===== src/rtl/mcpu_pkg.sv =====
// Shared encodings for the multi-cycle MIPS-subset control unit: FSM states,
// instruction fields, ALU operation codes and datapath mux selects.
package mcpu_pkg;

  typedef enum logic [3:0] {
    S_IF  = 4'd0,
    S_ID  = 4'd1,
    S_MA  = 4'd2,
    S_MRD = 4'd3,
    S_LWB = 4'd4,
    S_MWR = 4'd5,
    S_REX = 4'd6,
    S_RWB = 4'd7,
    S_BEX = 4'd8,
    S_JMP = 4'd9,
    S_IEX = 4'd10,
    S_IWB = 4'd11
  } state_e;

  localparam logic [5:0] OP_RTYPE = 6'b000000;
  localparam logic [5:0] OP_LW    = 6'b100011;
  localparam logic [5:0] OP_SW    = 6'b101011;
  localparam logic [5:0] OP_BEQ   = 6'b000100;
  localparam logic [5:0] OP_J     = 6'b000010;
  localparam logic [5:0] OP_ADDI  = 6'b001000;
  localparam logic [5:0] OP_SLTI  = 6'b001010;

  localparam logic [5:0] FN_ADD = 6'b100000;
  localparam logic [5:0] FN_SUB = 6'b100010;
  localparam logic [5:0] FN_AND = 6'b100100;
  localparam logic [5:0] FN_OR  = 6'b100101;
  localparam logic [5:0] FN_SLT = 6'b101010;
  localparam logic [5:0] FN_NOR = 6'b100111;
  localparam logic [5:0] FN_SRL = 6'b000010;
  localparam logic [5:0] FN_XOR = 6'b100110;

  localparam logic [2:0] ALU_ADD = 3'b010;
  localparam logic [2:0] ALU_SUB = 3'b110;
  localparam logic [2:0] ALU_AND = 3'b000;
  localparam logic [2:0] ALU_OR  = 3'b001;
  localparam logic [2:0] ALU_SLT = 3'b111;
  localparam logic [2:0] ALU_NOR = 3'b100;
  localparam logic [2:0] ALU_SRL = 3'b101;
  localparam logic [2:0] ALU_XOR = 3'b011;

  // ALUop: what the FSM asks the ALU decoder for.
  localparam logic [1:0] AOP_ADD   = 2'b00;
  localparam logic [1:0] AOP_SUB   = 2'b01;
  localparam logic [1:0] AOP_FUNCT = 2'b10;
  localparam logic [1:0] AOP_SLT   = 2'b11;

  localparam logic [1:0] SRCB_REG     = 2'b00;
  localparam logic [1:0] SRCB_FOUR    = 2'b01;
  localparam logic [1:0] SRCB_IMM     = 2'b10;
  localparam logic [1:0] SRCB_IMM_SH2 = 2'b11;

  localparam logic [1:0] PCSRC_ALU    = 2'b00;
  localparam logic [1:0] PCSRC_ALUOUT = 2'b01;
  localparam logic [1:0] PCSRC_JUMP   = 2'b10;

endpackage


===== src/rtl/alu_ctrl_dec.sv =====
// ALU control decoder: maps the FSM's ALUop and the R-type funct field to a
// 3-bit ALU operation, and flags whether the funct is one we implement.
module alu_ctrl_dec
  import mcpu_pkg::*;
(
  input  logic [1:0] ALUop_i,
  input  logic [5:0] Fun_i,
  output logic [2:0] ALU_Control_o,
  output logic       funct_valid_o
);

  logic [2:0] fn_code;

  // funct_valid is independent of ALUop so ID can flag a bad funct early.
  always_comb begin
    fn_code       = 3'b000;
    funct_valid_o = 1'b1;
    case (Fun_i)
      FN_ADD:  fn_code = ALU_ADD;
      FN_SUB:  fn_code = ALU_SUB;
      FN_AND:  fn_code = ALU_AND;
      FN_OR:   fn_code = ALU_OR;
      FN_SLT:  fn_code = ALU_SLT;
      FN_NOR:  fn_code = ALU_NOR;
      FN_SRL:  fn_code = ALU_SRL;
      FN_XOR:  fn_code = ALU_XOR;
      default: funct_valid_o = 1'b0;
    endcase
  end

  always_comb begin
    case (ALUop_i)
      AOP_ADD:   ALU_Control_o = ALU_ADD;
      AOP_SUB:   ALU_Control_o = ALU_SUB;
      AOP_FUNCT: ALU_Control_o = fn_code;
      default:   ALU_Control_o = ALU_SLT;
    endcase
  end

endmodule


===== src/rtl/mcpu_ctrl_fsm.sv =====
// Multi-cycle control FSM: sequences IF/ID/EX/MEM/WB steps over a shared
// memory port and ALU, driving the datapath enables and mux selects.
module mcpu_ctrl_fsm
  import mcpu_pkg::*;
(
  input  logic       clk,
  input  logic       rst,
  input  logic [5:0] OPcode,
  input  logic [5:0] Fun,
  input  logic       zero,
  input  logic       MIO_ready,
  output logic       PCWrite,
  output logic       PCWriteCond,
  output logic       IRWrite,
  output logic       RegWrite,
  output logic       MemWrite,
  output logic       MemRead,
  output logic       IorD,
  output logic       ALUSrcA,
  output logic       RegDst,
  output logic       MemtoReg,
  output logic       CPU_MIO,
  output logic [1:0] ALUSrcB,
  output logic [1:0] PCSource,
  output logic [2:0] ALU_Control,
  output logic       illegal_inst,
  output logic [3:0] state
);

  state_e     state_q, state_d;
  logic [1:0] alu_op;
  logic       alu_act;
  logic [2:0] alu_code;
  logic       funct_valid;
  logic       pc_wr, pc_wr_cond, ir_wr, reg_wr, mem_wr, mem_rd, mio_req;

  // zero is combined with PCWriteCond in the datapath, not here.
  logic unused_zero;
  assign unused_zero = zero;

  alu_ctrl_dec u_alu_dec (
    .ALUop_i       (alu_op),
    .Fun_i         (Fun),
    .ALU_Control_o (alu_code),
    .funct_valid_o (funct_valid)
  );

  always_ff @(posedge clk) begin
    if (rst) state_q <= S_IF;
    else     state_q <= state_d;
  end

  always_comb begin
    state_d      = state_q;
    pc_wr        = 1'b0;
    pc_wr_cond   = 1'b0;
    ir_wr        = 1'b0;
    reg_wr       = 1'b0;
    mem_wr       = 1'b0;
    mem_rd       = 1'b0;
    mio_req      = 1'b0;
    IorD         = 1'b0;
    ALUSrcA      = 1'b0;
    RegDst       = 1'b0;
    MemtoReg     = 1'b0;
    ALUSrcB      = SRCB_REG;
    PCSource     = PCSRC_ALU;
    alu_op       = AOP_ADD;
    alu_act      = 1'b0;
    illegal_inst = 1'b0;
    case (state_q)
      S_IF: begin
        mem_rd  = 1'b1;
        mio_req = 1'b1;
        ALUSrcB = SRCB_FOUR;
        alu_act = 1'b1;
        ir_wr   = MIO_ready;
        pc_wr   = MIO_ready;
        if (MIO_ready) state_d = S_ID;
      end
      S_ID: begin
        ALUSrcB = SRCB_IMM_SH2;
        alu_act = 1'b1;
        case (OPcode)
          OP_LW, OP_SW:     state_d = S_MA;
          OP_BEQ:           state_d = S_BEX;
          OP_J:             state_d = S_JMP;
          OP_ADDI, OP_SLTI: state_d = S_IEX;
          OP_RTYPE: begin
            state_d      = S_REX;
            illegal_inst = ~funct_valid;
          end
          default: begin
            state_d      = S_IF;
            illegal_inst = 1'b1;
          end
        endcase
      end
      S_MA: begin
        ALUSrcA = 1'b1;
        ALUSrcB = SRCB_IMM;
        alu_act = 1'b1;
        state_d = (OPcode == OP_SW) ? S_MWR : S_MRD;
      end
      S_MRD: begin
        IorD    = 1'b1;
        mem_rd  = 1'b1;
        mio_req = 1'b1;
        if (MIO_ready) state_d = S_LWB;
      end
      S_LWB: begin
        reg_wr   = 1'b1;
        MemtoReg = 1'b1;
        state_d  = S_IF;
      end
      S_MWR: begin
        IorD    = 1'b1;
        mem_wr  = 1'b1;
        mio_req = 1'b1;
        if (MIO_ready) state_d = S_IF;
      end
      S_REX: begin
        ALUSrcA = 1'b1;
        ALUSrcB = SRCB_REG;
        alu_op  = AOP_FUNCT;
        alu_act = 1'b1;
        // An unsupported funct was already flagged in ID; skip write-back.
        state_d = funct_valid ? S_RWB : S_IF;
      end
      S_RWB: begin
        reg_wr  = 1'b1;
        RegDst  = 1'b1;
        state_d = S_IF;
      end
      S_BEX: begin
        ALUSrcA    = 1'b1;
        ALUSrcB    = SRCB_REG;
        alu_op     = AOP_SUB;
        alu_act    = 1'b1;
        pc_wr_cond = 1'b1;
        PCSource   = PCSRC_ALUOUT;
        state_d    = S_IF;
      end
      S_JMP: begin
        pc_wr    = 1'b1;
        PCSource = PCSRC_JUMP;
        state_d  = S_IF;
      end
      S_IEX: begin
        ALUSrcA = 1'b1;
        ALUSrcB = SRCB_IMM;
        alu_op  = (OPcode == OP_SLTI) ? AOP_SLT : AOP_ADD;
        alu_act = 1'b1;
        state_d = S_IWB;
      end
      S_IWB: begin
        reg_wr  = 1'b1;
        state_d = S_IF;
      end
      default: state_d = S_IF;
    endcase
  end

  // States that leave the ALU idle present 000 on ALU_Control.
  assign ALU_Control = alu_act ? alu_code : 3'b000;

  // Reset kills every enable and the bus request in the same cycle.
  assign PCWrite     = pc_wr      & ~rst;
  assign PCWriteCond = pc_wr_cond & ~rst;
  assign IRWrite     = ir_wr      & ~rst;
  assign RegWrite    = reg_wr     & ~rst;
  assign MemWrite    = mem_wr     & ~rst;
  assign MemRead     = mem_rd     & ~rst;
  assign CPU_MIO     = mio_req    & ~rst;
  assign state       = state_q;

endmodule


===== config.mk =====
export PLATFORM = sky130hd
export DESIGN_NAME = mcpu_ctrl_fsm
export DESIGN_NICKNAME = d
export VERILOG_FILES = /design/src/rtl/mcpu_pkg.sv /design/src/rtl/alu_ctrl_dec.sv /design/src/rtl/mcpu_ctrl_fsm.sv
export SDC_FILE = /design/constraint.sdc
export NUM_CORES = 1
export LEC_CHECK = 0
export BUFFER_PORTS_ARGS = -buffer_cell sky130_fd_sc_hd__buf_4
export CORE_UTILIZATION = 40
export CTS_BUF_LIST = sky130_fd_sc_hd__clkbuf_16
export DETAILED_ROUTE_END_ITERATION = 8
export GPL_TIMING_DRIVEN = 1
export PLACE_DENSITY_LB_ADDON = 0.08
export REMOVE_ABC_BUFFERS = 1
export SYNTH_ARGS = -nofsm -noshare
export SYNTH_HDL_FRONTEND = slang
export SYNTH_SLANG_ARGS = --single-unit

===== constraint.sdc =====
create_clock -name clk -period 1.2 [get_ports clk]
set_input_delay 0.24 -clock clk [delete_from_list [all_inputs] [get_ports clk]]
set_output_delay 0.24 -clock clk [all_outputs]
set_load 0.02 [all_outputs]

==> results.md, run 1 <==
* Status: did not finish
* Failed at: clock tree synthesis (4_1_cts)
* Tool error: [ERROR DPL-0038] Utilization greater than 100%, impossible to legalize
* Async SR Flop Fraction at 0
* CTS sink count at 4
* Setup Fix Bufs, Post-CTS at 13
* Post-synth EDFFs at 0
* Placed cells at 217
* Die Wd at about 47 um
* # resized after CTS at 83
* Main synth FF type: dfxtp_1
* Most frequent cells after synthesis: a21oi_1 (11), nor2_1 (9), nand2b_1 (7)
* Synthesized area at between 800 and 900 um^2
* Die height at roughly 47 um
* Cell with the most instances after synthesis: a21oi_1
* Syn_area_per_cell at 7.05 um^2
* Initial Utilization at 0.445
* H-tree Lvls at 1
* IO Pins at 39
* Post-CTS Hold Buffers at 0
* Yosys reg bits at 4
* Root Buffer: clkbuf_16
* Seq/Total Area, Yosys at 0.0988
* Distinct cells, synth at 42
* Synth warnings at 0
* Syn Inst Count at 115
* Post-synth top area cell: dfxtp_1
* Area share of the largest cell type after synthesis at 0.0988
* Num CTS Buffers at 3
* Top cells by area, synth: dfxtp_1 (9.9%), a21oi_1 (6.8%), nand2b_1 (5.4%)
* HPWL Detailed at 2250 um
* Row cnt at 15
* Port-buffer cells at 37
* Clock Tree Buf Depth at 2
* Routability Congestion at 0.904
* Cell Area, Placed at 1440 um^2
## logic make-up after synthesis
| kind of cell | after synthesis | share of synthesized area |
|---|---|---|
| xor+xnor | 4 | 0.0432 |
| simple gates | 54 | 0.412 |
| compound gates | 38 | 0.353 |
| flops | 4 | 0.0988 |
| buf+inv | 15 | 0.0926 |
## through the flow
step	hold slack (ns)	setup WS (ns)	setup TNS, ns
after detailed placement	0.581	-0.373	-4.85
after global placement	0.574	-0.337	-4.32
after floorplan	0.305	-1.01	-10.93
==> inputs of run 2 (changes only) <==
CORE_AREA = 2 2 63 65   (was unset)
CORE_UTILIZATION = unset   (was 40)
CTS_BUF_LIST = unset   (was sky130_fd_sc_hd__clkbuf_16)
DIE_AREA = 0 0 65 67   (was unset)
PLACE_DENSITY_LB_ADDON = 0.15   (was 0.08)
clock period = 1.6 ns   (was 1.2 ns; I/O delays follow)
==> run 2 against run 1 <==
  * The flow now finishes, with violations (negative setup slack)
  * Synthesized cell count did not move
  * Synthesized area unchanged
==> results.md, run 2 <==
* Average wire per standard cell at 12.4 um
* Die Wd at 65 um (+38%)
* CTS sink count at 4 (unchanged)
* Pwr Density at ~440 nW/um^2
* CTS tree: built
* Routability Congestion at 0.880 (-2.7%)
* Async SR Flop Fraction at 0 (unchanged)
* Syn_area_per_cell at 7.05 um^2 (unchanged)
* Most common cell after layout, fill and taps aside: buf_4
* Maxcap violations at 0
* CP Class: reg -> out
* Core box area at 3610 um^2
* Power share of the clock group at 0.256
* Startpoint types: flip-flop
* Worst Hold Class: in -> reg
* Antenna fix cells at 0
* Top cells by area, synth: dfxtp_1 (9.9%), a21oi_1 (6.8%), nand2b_1 (5.4%)
* H-tree Lvls at 1 (unchanged)
* Clock Latency Late Sink at 0.21 ns
* VDD IR max at ~460 uV
* Num CTS Buffers at 3 (unchanged)
* IO Pins at 39 (unchanged)
* Root Buffer: clkbuf_8
* Critical path's top delay family: flip-flops
* Syn Inst Count at 115 (unchanged)
* Pre-antenna DRT Iters at 4
* Ratio of cells with drive above 1 in the final layout at 0.683
* Cells on worst reg2reg path at 7
* Cell Area, Placed at 1420 um^2 (-1.1%)
* Worst-margin pin slew at 0.461 ns
* Violated checks: negative setup slack
* Distinct cells, synth at 42 (unchanged)
* Sequential power share at 0.140
* Fmax at between 500 and 600 MHz
* Met3 GRT Util at 0.0118
* Layout area overhead at 121%
* CP Buf/Inv Count at 2
* Tmin final at 1.68 ns
* Worst-path clk slew at 0.03 ns
* Int Pwr at 0.529 mW
* Max FFs per register at 4
* Sw frac at 0.334
* Setup-failing EPs final at 7
* CP max FO at 5
* GRT met1 Usage at 0.181
* Vias/cell at ~4.7
* Vias at 1,185
* DRT antenna net count at 0
* Final nets at 220
* Critical path data required time at 1.28 ns
* Area share of the largest cell type after synthesis at 0.0988 (unchanged)
* Synth warnings at 0 (unchanged)
* Max incr delay on CP at 0.36 ns
* Die area at 4360 um^2
* WP data arrival at 1.36 ns
* Synthesized area at 811 um^2 (unchanged)
* HPWL Detailed at 2380 um (+5.5%)
* Most frequent cells in the layout: buf_4 (74), buf_6 (19), nor2_1 (7), a21oi_1 (6)
* Number of cells on the critical path at 5
* Crit share post-route at 1.05
* Setup Skew at 0.00184 ns
* Hold Path Depth at 3
* Cell with the most instances after synthesis: a21oi_1
* GRT Total Usage at 0.145
* Grt ovf at 0
* Critical path's slowest cell: dfxtp_2
* Post-synth top area cell: dfxtp_1
* Total net switching power at between 0.2 and 0.3 mW
* Yosys reg bits at 4 (unchanged)
* Die height at 67 um (+42%)
* PnR worst setup slack at -0.0760 ns
* Clock Tree Buf Depth at 2 (unchanged)
* First-pass GRT wire length at about 5100 um
* Most frequent cells after synthesis: a21oi_1 (11), nor2_1 (9), nand2b_1 (7)
* Worst setup EP type: output pin
* Initial Utilization at 0.225 (-0.221)
* Status: complete, but fails checks
* DR iter-0 viols at 40
* Port-buffer cells at 37 (unchanged)
* Grt peak-use layer: met2
* Worst slew margin at 0.684
* Largest net degree at the start of global routing at 10
* RSZ-0062 raised after global routing: true
* Main synth FF type: dfxtp_1
* Final Max Tran Viols at 0
* Met2 usage in global routing at 0.265
* Post-synth EDFFs at 0 (unchanged)
* Initial antenna violation count at 0
* Vias in the first global route at 1,151
* DRC at 0
* Final WL at 3110 um
* Crit path cell chain: buf_6, xnor2_2, nand2_1, a211oi_2, buf_4
* Seq/Total Area, Yosys at 0.0988 (unchanged)
* Hold WS at 0.435 ns
* Final Cell Area at 1790 um^2
* Row cnt at 22 (+7)
* Lkg Pwr at 0.818 nW
* Final Hold Viols at 0
* Logic pwr share at 0.604
[run 2: what timing repair did]
action	in CTS	in global routing
gates cloned	1	0
setup endpoints to repair	15	15
pin swaps	14	7
hold buffers	0	0
buffers inserted	7	5
resized for setup	42	18
[run 2: area by class of cell]
cell class	count	area [um^2]
Tap cell	48	60.1
Multi-Input combinational cell	96	807
Inverter	6	25.0
Timing Repair Buffer	93	769
Sequential cell	4	90.1
Fill cell	355	1810
Clock buffer	3	41.3
[run 2: cells by family (layout without fill, tap and decap cells)]
kind of cell	count (synthesis)	count (layout)	synth area share
and+or+nand+nor	54	54	0.412
AOI/OAI and AO/OA	38	38	0.353
buffers and inverters	15	102	0.0926
xor gates and xnor gates	4	4	0.0432
DFF	4	4	0.0988
[run 2: routing by layer]
layer / wire [um] / vias up
li1: - / 605
met1: 1390 / 554
met2: 1590 / 22
met3: 77 / 4
met4: 42 / 0
met5: 0 / -
[run 2: power by group through the flow]
stage | Sequential [mW] | Combinational (mW) | Clock [mW]
global route | 0.111 | 0.513 | 0.218
global placement | 0.110 | 0.368 | 0
finish | 0.111 | 0.479 | 0.203
CTS | 0.110 | 0.447 | 0.208
detailed placement | 0.110 | 0.371 | 0
floorplan | 0.133 | 0.141 | 0
[run 2: per-stage QoR]
step                setup TNS (ns)  cells  power (mW)  utilization  setup WS, ns
floorplan                    -3.64    106       0.273            -        -0.691
global placement            -0.384    234       0.478        0.393        -0.150
detailed placement          -0.375    234       0.482        0.393        -0.153
CTS                         -0.318    245       0.765        0.467       -0.0811
global route                -0.970    250       0.842        0.497        -0.142
finish                      -0.350    250       0.793        0.497       -0.0760
[run 2: final timing paths]
kind | startpoint | end | slack [ns]
hold reg to reg | state[3] | state[2] | 0.71
setup / recovery | state[0] | CPU_MIO | -0.08
hold / removal | MIO_ready | state[0] | 0.44
setup reg to reg | state[0] | state[1] | 0.16
[run 2: worst min-delay path, cell delays in order]
cell	delay [ns]
buf_4	0.11
nor2b_1	0.06
o2bb2ai_2	0.11
(Power assumes the default switching activity.)
==> inputs of run 3 (changes only) <==
clock period = 1.65 ns   (was 1.6 ns; I/O delays follow)
==> run 3 against run 2 <==
  * The run still ends with negative setup slack left
  * Power down 2.1%
  * Register-to-register slack lost 0.02 ns
  * Setup slack better by 0.012 ns
  * Routed wire length grew 7.4%
  * Critical endpoint is now illegal_inst
  * Highest routed layer unchanged
==> results.md, run 3 (synthesized netlist as in run 2, its figures left out) <==
* VDD IR max at 429 uV (-6.5%)
* CTS tree: built
* Final WL at 3340 um (+7.4%)
* GRT met1 Usage at 0.172 (-0.00959)
* Die Wd at 65 um (unchanged)
* Root Buffer: clkbuf_8
* Pre-CTS setup slack at -0.145 ns (+0.00786 ns)
* Crit share post-route at 1.04
* Initial antenna violation count at 0 (unchanged)
* Clock Latency Late Sink at 0.22 ns (about the same)
* Layout area overhead at 119%
* Average wire per standard cell at 13.8 um (+11%)
* Pwr Density at 438 nW/um^2 (-0.95%)
* IO Pins at 39 (unchanged)
* Final Max Tran Viols at 0 (unchanged)
* Most frequent cells in the layout: buf_4 (70), buf_6 (11), nor2_1 (7), a21oi_1 (6)
* Maxcap violations at 0 (unchanged)
* Met3 GRT Util at 0.0253 (+0.0135)
* Worst Hold Class: in -> reg
* Post-CTS Hold Buffers at 0 (unchanged)
* Antenna fix cells at 0 (unchanged)
* First-pass GRT wire length at 5070 um (unchanged)
* Critical path data required time at 1.32 ns (+0.04 ns)
* Worst-path clk slew at 0.03 ns (about the same)
* Pre-antenna DRT Iters at 4 (unchanged)
* FF/Latch Area at 92.6 um^2 (+2.8%)
* Setup-failing EPs final at 4 (-3)
* Status: complete, but fails checks
* Fillcell total at 356 (+0.28%)
* Vias/cell at 4.79 (+1.1%)
* Die area at 4360 um^2 (unchanged)
* H-tree Lvls at 1 (unchanged)
* Max FFs per register at 4 (unchanged)
* RSZ-0062 raised after global routing: true
* Most common cell after layout, fill and taps aside: buf_4
* GRT Total Usage at 0.150 (+0.00589)
* Setup Total Neg Slack at -0.205 ns (+0.144 ns)
* Final nets at 212 (-3.6%)
* Grt peak-use layer: met2
* Startpoint types: input port
* Fmax at slightly below 600 MHz
* Worst setup EP type: output pin
* Critical path's slowest cell: o311a_1
* DRT antenna net count at 0 (unchanged)
* Multi-input gate area at 823 um^2 (+2.0%)
* Vias at 1,160 (-2.1%)
* Worst slew margin at 0.745 (+0.0609)
* Lkg Pwr at 0.803 nW (-1.9%)
* Row cnt at 22 (unchanged)
* Crit path cell chain: buf_6, and2b_1, a21oi_2, o2bb2ai_2, a21oi_2, o311a_1, buf_6
* Layout Cells excl Fill at 242 (-3.2%)
* Grt ovf at 0 (unchanged)
* CP max FO at 3 (-2)
* Setup Skew at 0.00760 ns (+0.00576 ns)
* HPWL Detailed at 2440 um (+2.7%)
* Worst-margin pin slew at 0.372 ns (-0.0891 ns)
* CTS sink count at 4 (unchanged)
* Die height at 67 um (unchanged)
* Core box area at 3610 um^2 (unchanged)
* Vias in the first global route at 1,182 (+2.7%)
* PnR worst setup slack at -0.0644 ns (+0.0116 ns)
* Met2 usage in global routing at 0.280 (+0.0142)
* DRC at 0 (unchanged)
* Routability Congestion at 0.859 (-2.4%)
* Clock Tree Buf Depth at 2 (unchanged)
* Ratio of cells with drive above 1 in the final layout at 0.665 (-0.0182)
* Max incr delay on CP at 0.31 ns (-0.05 ns)
* CP Class: in -> out
* Tmin final at 1.71 ns
* Largest net degree at the start of global routing at 15 (+5)
* DR iter-0 viols at 40 (unchanged)
* Num CTS Buffers at 3 (unchanged)
* Initial Utilization at 0.225 (unchanged)
* WP data arrival at 1.38 ns (+0.02 ns)
* Final Hold Viols at 0 (unchanged)
* Port-buffer cells at 37 (unchanged)
* Placed cells at 225 (-3.8%)
* Violated checks: negative setup slack
## run 3: path summary, 6_finish.rpt
kind | startpoint | endpoint | slack, ns | depth (start not counted)
worst min register to register | state[3] | state[2] | 0.74 | 3
worst max register to register | state[0] | state[0] | 0.14 | 9
worst max-delay path | Fun[3] | illegal_inst | -0.06 | 7
worst min-delay path | MIO_ready | state[0] | 0.42 | 3
## run 3: repair_timing
action	in CTS	in global routing
buffers inserted	12	2
endpoints found under the setup margin	15	14
pin swaps	7	14
cloned	0	1
resized for setup	26	29
## run 3: report_power, final
part           total, mW  switching [mW]  internal (mW)
registers          0.111          0.0103          0.101
logic              0.455           0.202          0.253
clock network      0.211          0.0547          0.156
## run 3: cell type report
type	count	area share
clock buffer	3	0.0233
inverter	6	0.0141
multi-input combinational	96	0.465
sequential	4	0.0523
tap	48	0.0339
timing repair buffer	85	0.412
## run 3: stage by stage
step           instance area [um^2]  power, mW  hold slack, ns  utilization
2_1_floorplan                   758      0.265           0.395            -
3_3_place_gp                   1380      0.446           0.651        0.382
3_5_place_dp                   1380      0.450           0.657        0.382
4_1_cts                        1600      0.721           0.415        0.443
5_1_grt                        1770      0.820           0.428        0.491
6_report                       1770      0.776           0.417        0.491
## run 3: critical path: cells and delay by family
family	cells	cell delay, ns
AO/OA/AOI/OAI	4	0.59
AND/OR/NAND/NOR	1	0.23
buffers and inverters	2	0.24
## run 3: routing by layer
layer	share of wire	up-vias	wire length (um)
met5	0	-	0
met4	0.0054	0	18
met3	0.037	2	123
met2	0.53	25	1770
met1	0.43	547	1430
li1	-	586	-
==> inputs of run 4 (changes only) <==
ABC_AREA = 1   (was unset)
==> run 4 against run 3 <==
  * Setup slack gained 0.047 ns
  * Routed wire length down 24%
  * Cell count increased by 0.41%
  * Via count is 9.4% lower
  * The flow still finishes with violations (negative setup slack)
  * Sequential power barely moved
==> results.md, run 4 <==
* Lkg Pwr at 0.742 nW (-7.6%)
* Fillcell total at 403 (+13%)
* Pre-CTS setup slack at -0.0428 ns (+0.102 ns)
* Synthesized area at 752 um^2 (-7.3%)
* CTS sink count at 4 (unchanged)
* Post-synth top area cell: nand3_1
* Critical path data required time at 1.32 ns (about the same)
* Total Power at 0.614 mW (-21%)
* Initial Utilization at 0.209 (-0.0163)
* CP max FO at 4 (+1)
* Die area at 4360 um^2 (unchanged)
* Clock Tree Buf Depth at 2 (unchanged)
* Pre-antenna DRT Iters at 4 (unchanged)
* Row cnt at 22 (unchanged)
* Worst-path clk slew at 0.03 ns (about the same)
* Crit share post-route at 1.01 (-0.0285)
* Ratio of cells with drive above 1 in the final layout at 0.610 (-0.0547)
* Die height at 67 um (unchanged)
* Worst slew margin at 0.790 (+0.0442)
* Syn Inst Count at 135 (+17%)
* Util after Layout at 0.425 (-0.0659)
* Clock Latency Late Sink at 0.21 ns (about the same)
* Num CTS Buffers at 3 (unchanged)
* Final Hold Viols at 0 (unchanged)
* Maxcap violations at 0 (unchanged)
* Worst-margin pin slew at 0.313 ns (-0.0591 ns)
* DR iter-0 viols at 21 (-48%)
* H-tree Lvls at 1 (unchanged)
* Distinct cells, synth at 25 (-40%)
* Die Wd at 65 um (unchanged)
* RSZ-0062 raised after global routing: true
* Fmax at 600 MHz (+2.8%)
* Largest net degree at the start of global routing at 12 (-3)
* Max incr delay on CP at 0.22 ns (-0.09 ns)
* GRT Total Usage at 0.109 (-0.0410)
* Pwr Density at 401 nW/um^2 (-8.6%)
* WP data arrival at 1.34 ns (-0.04 ns)
* CTS tree: built
* Routability Congestion at 0.796 (-7.4%)
* Syn_area_per_cell at 5.57 um^2 (-21%)
* Setup Skew at 0.00159 ns (-0.00601 ns)
* Crit path cell chain: buf_4, inv_1, nor2_1, nand3_2, nand2_2, and3b_2, o21ai_4, buf_6
* Synth warnings at 0 (unchanged)
* Startpoint types: input port
* Yosys reg bits at 4 (unchanged)
* GRT met1 Usage at 0.130 (-0.0415)
* Worst setup EP type: output pin
* Vias in the first global route at 953 (-19%)
* DRT antenna net count at 0 (unchanged)
* Violated checks: negative setup slack
* Hold WS at 0.353 ns (-0.0643 ns)
* Antenna fix cells at 0 (unchanged)
* Status: complete, but fails checks
* Async SR Flop Fraction at 0 (unchanged)
* Grt peak-use layer: met2
* Layout area overhead at 104%
* Met3 GRT Util at 0.0169 (-0.00845)
* Met2 usage in global routing at 0.197 (-0.0825)
* Most frequent cells in the layout: buf_4 (44), nand2_1 (21), nor2_1 (16), inv_1 (15), buf_6 (13)
* Seq/Total Area, Yosys at 0.106 (+0.00772)
* CP Class: in -> out
* Max FFs per register at 4 (unchanged)
* Final Max Tran Viols at 0 (unchanged)
* Top cells by area, synth: nand3_1 (13%), nand2_1 (12%), nor2_1 (11%)
* Area share of the largest cell type after synthesis at 0.126 (+0.0277)
* Average wire per standard cell at 10.4 um (-24%)
* PnR worst setup slack at -0.0173 ns (+0.0471 ns)
* DRC at 0 (unchanged)
* Initial antenna violation count at 0 (unchanged)
* Critical path's slowest cell: and3b_2
* Cell with the most instances after synthesis: nand2_1
* VDD IR max at 150 uV (-65%)
* Core box area at 3610 um^2 (unchanged)
* Grt ovf at 0 (unchanged)
* Port-buffer cells at 37 (unchanged)
* IO Pins at 39 (unchanged)
* Worst Hold Class: in -> reg
* Post-CTS Hold Buffers at 0 (unchanged)
* Tmin final at 1.67 ns (-0.0471 ns)
* Vias/cell at 4.33 (-9.8%)
* Root Buffer: clkbuf_8
* Most frequent cells after synthesis: nand2_1 (25), nor2_1 (22), inv_1 (20)
* First-pass GRT wire length at 3780 um (-25%)
* Most common cell after layout, fill and taps aside: buf_4
* Final nets at 213 (+0.47%)
* Main synth FF type: dfxtp_1
* Final WL at 2530 um (-24%)
* HPWL Detailed at 2010 um (-18%)
* Vias at 1,051 (-9.4%)
* Setup-failing EPs final at 2 (-2)
* Post-synth EDFFs at 0 (unchanged)
==> run 4: final timing paths <==
check,cells after the start,slack (ns),start,to
hold / removal,2,0.35,rst,state[0]
setup / recovery,8,-0.02,Fun[3],ALU_Control[0]
hold reg to reg,3,0.62,state[3],state[2]
setup reg to reg,9,0.26,state[1],state[2]
==> run 4: final cells by class <==
| cell class | instances | area (um^2) | share of cell area |
|---|---|---|---|
| multi-input combinational | 106 | 746 | 0.486 |
| timing repair buffer | 58 | 492 | 0.321 |
| inverter | 24 | 100 | 0.0653 |
| sequential | 4 | 95.1 | 0.0620 |
| tap | 48 | 60.1 | 0.0392 |
| clock buffer | 3 | 41.3 | 0.0269 |
==> run 4: what timing repair did <==
| item | 4_1_cts | 5_1_grt |
|---|---|---|
| pin swaps | 3 | 22 |
| setup endpoints to repair | 11 | 8 |
| setup buffers | 2 | 7 |
| resized for setup | 20 | 52 |
| cloned | 0 | 0 |
==> run 4: cell families after synthesis <==
logic type             synth area share
AO/OA/AOI/OAI                     0.151
buffers and inverters             0.125
flip-flops                        0.106
AND/OR/NAND/NOR                   0.617
==> run 4: metrics by stage <==
stage               TNS (ns)  cells  cell area [um^2]
floorplan             -0.839    134               748
global placement     -0.0206    231              1180
detailed placement   -0.0428    231              1180
CTS                  -0.0787    236              1280
global route          -0.509    243              1530
finish               -0.0333    243              1530
==> run 4: where the power goes <==
part / switching (mW) / internal [mW] / total (mW) / leakage [nW]
clock network: 0.0454 / 0.155 / 0.200 / 0.0216
logic: 0.163 / 0.140 / 0.303 / 0.685
registers: 0.0128 / 0.0983 / 0.111 / 0.0355
==> run 4: worst max-delay path, delay by kind of cell <==
kind | cells | cell delay (ns)
buf+inv | 3 | 0.28
simple gates | 4 | 0.59
compound gates | 1 | 0.15
==> run 4: per-layer routing <==
| metal | up-vias | part of all wire |
|---|---|---|
| li1 | 556 | - |
| met1 | 475 | 0.42 |
| met2 | 18 | 0.55 |
| met3 | 2 | 0.032 |
| met4 | 0 | 0.0028 |
| met5 | - | 0 |
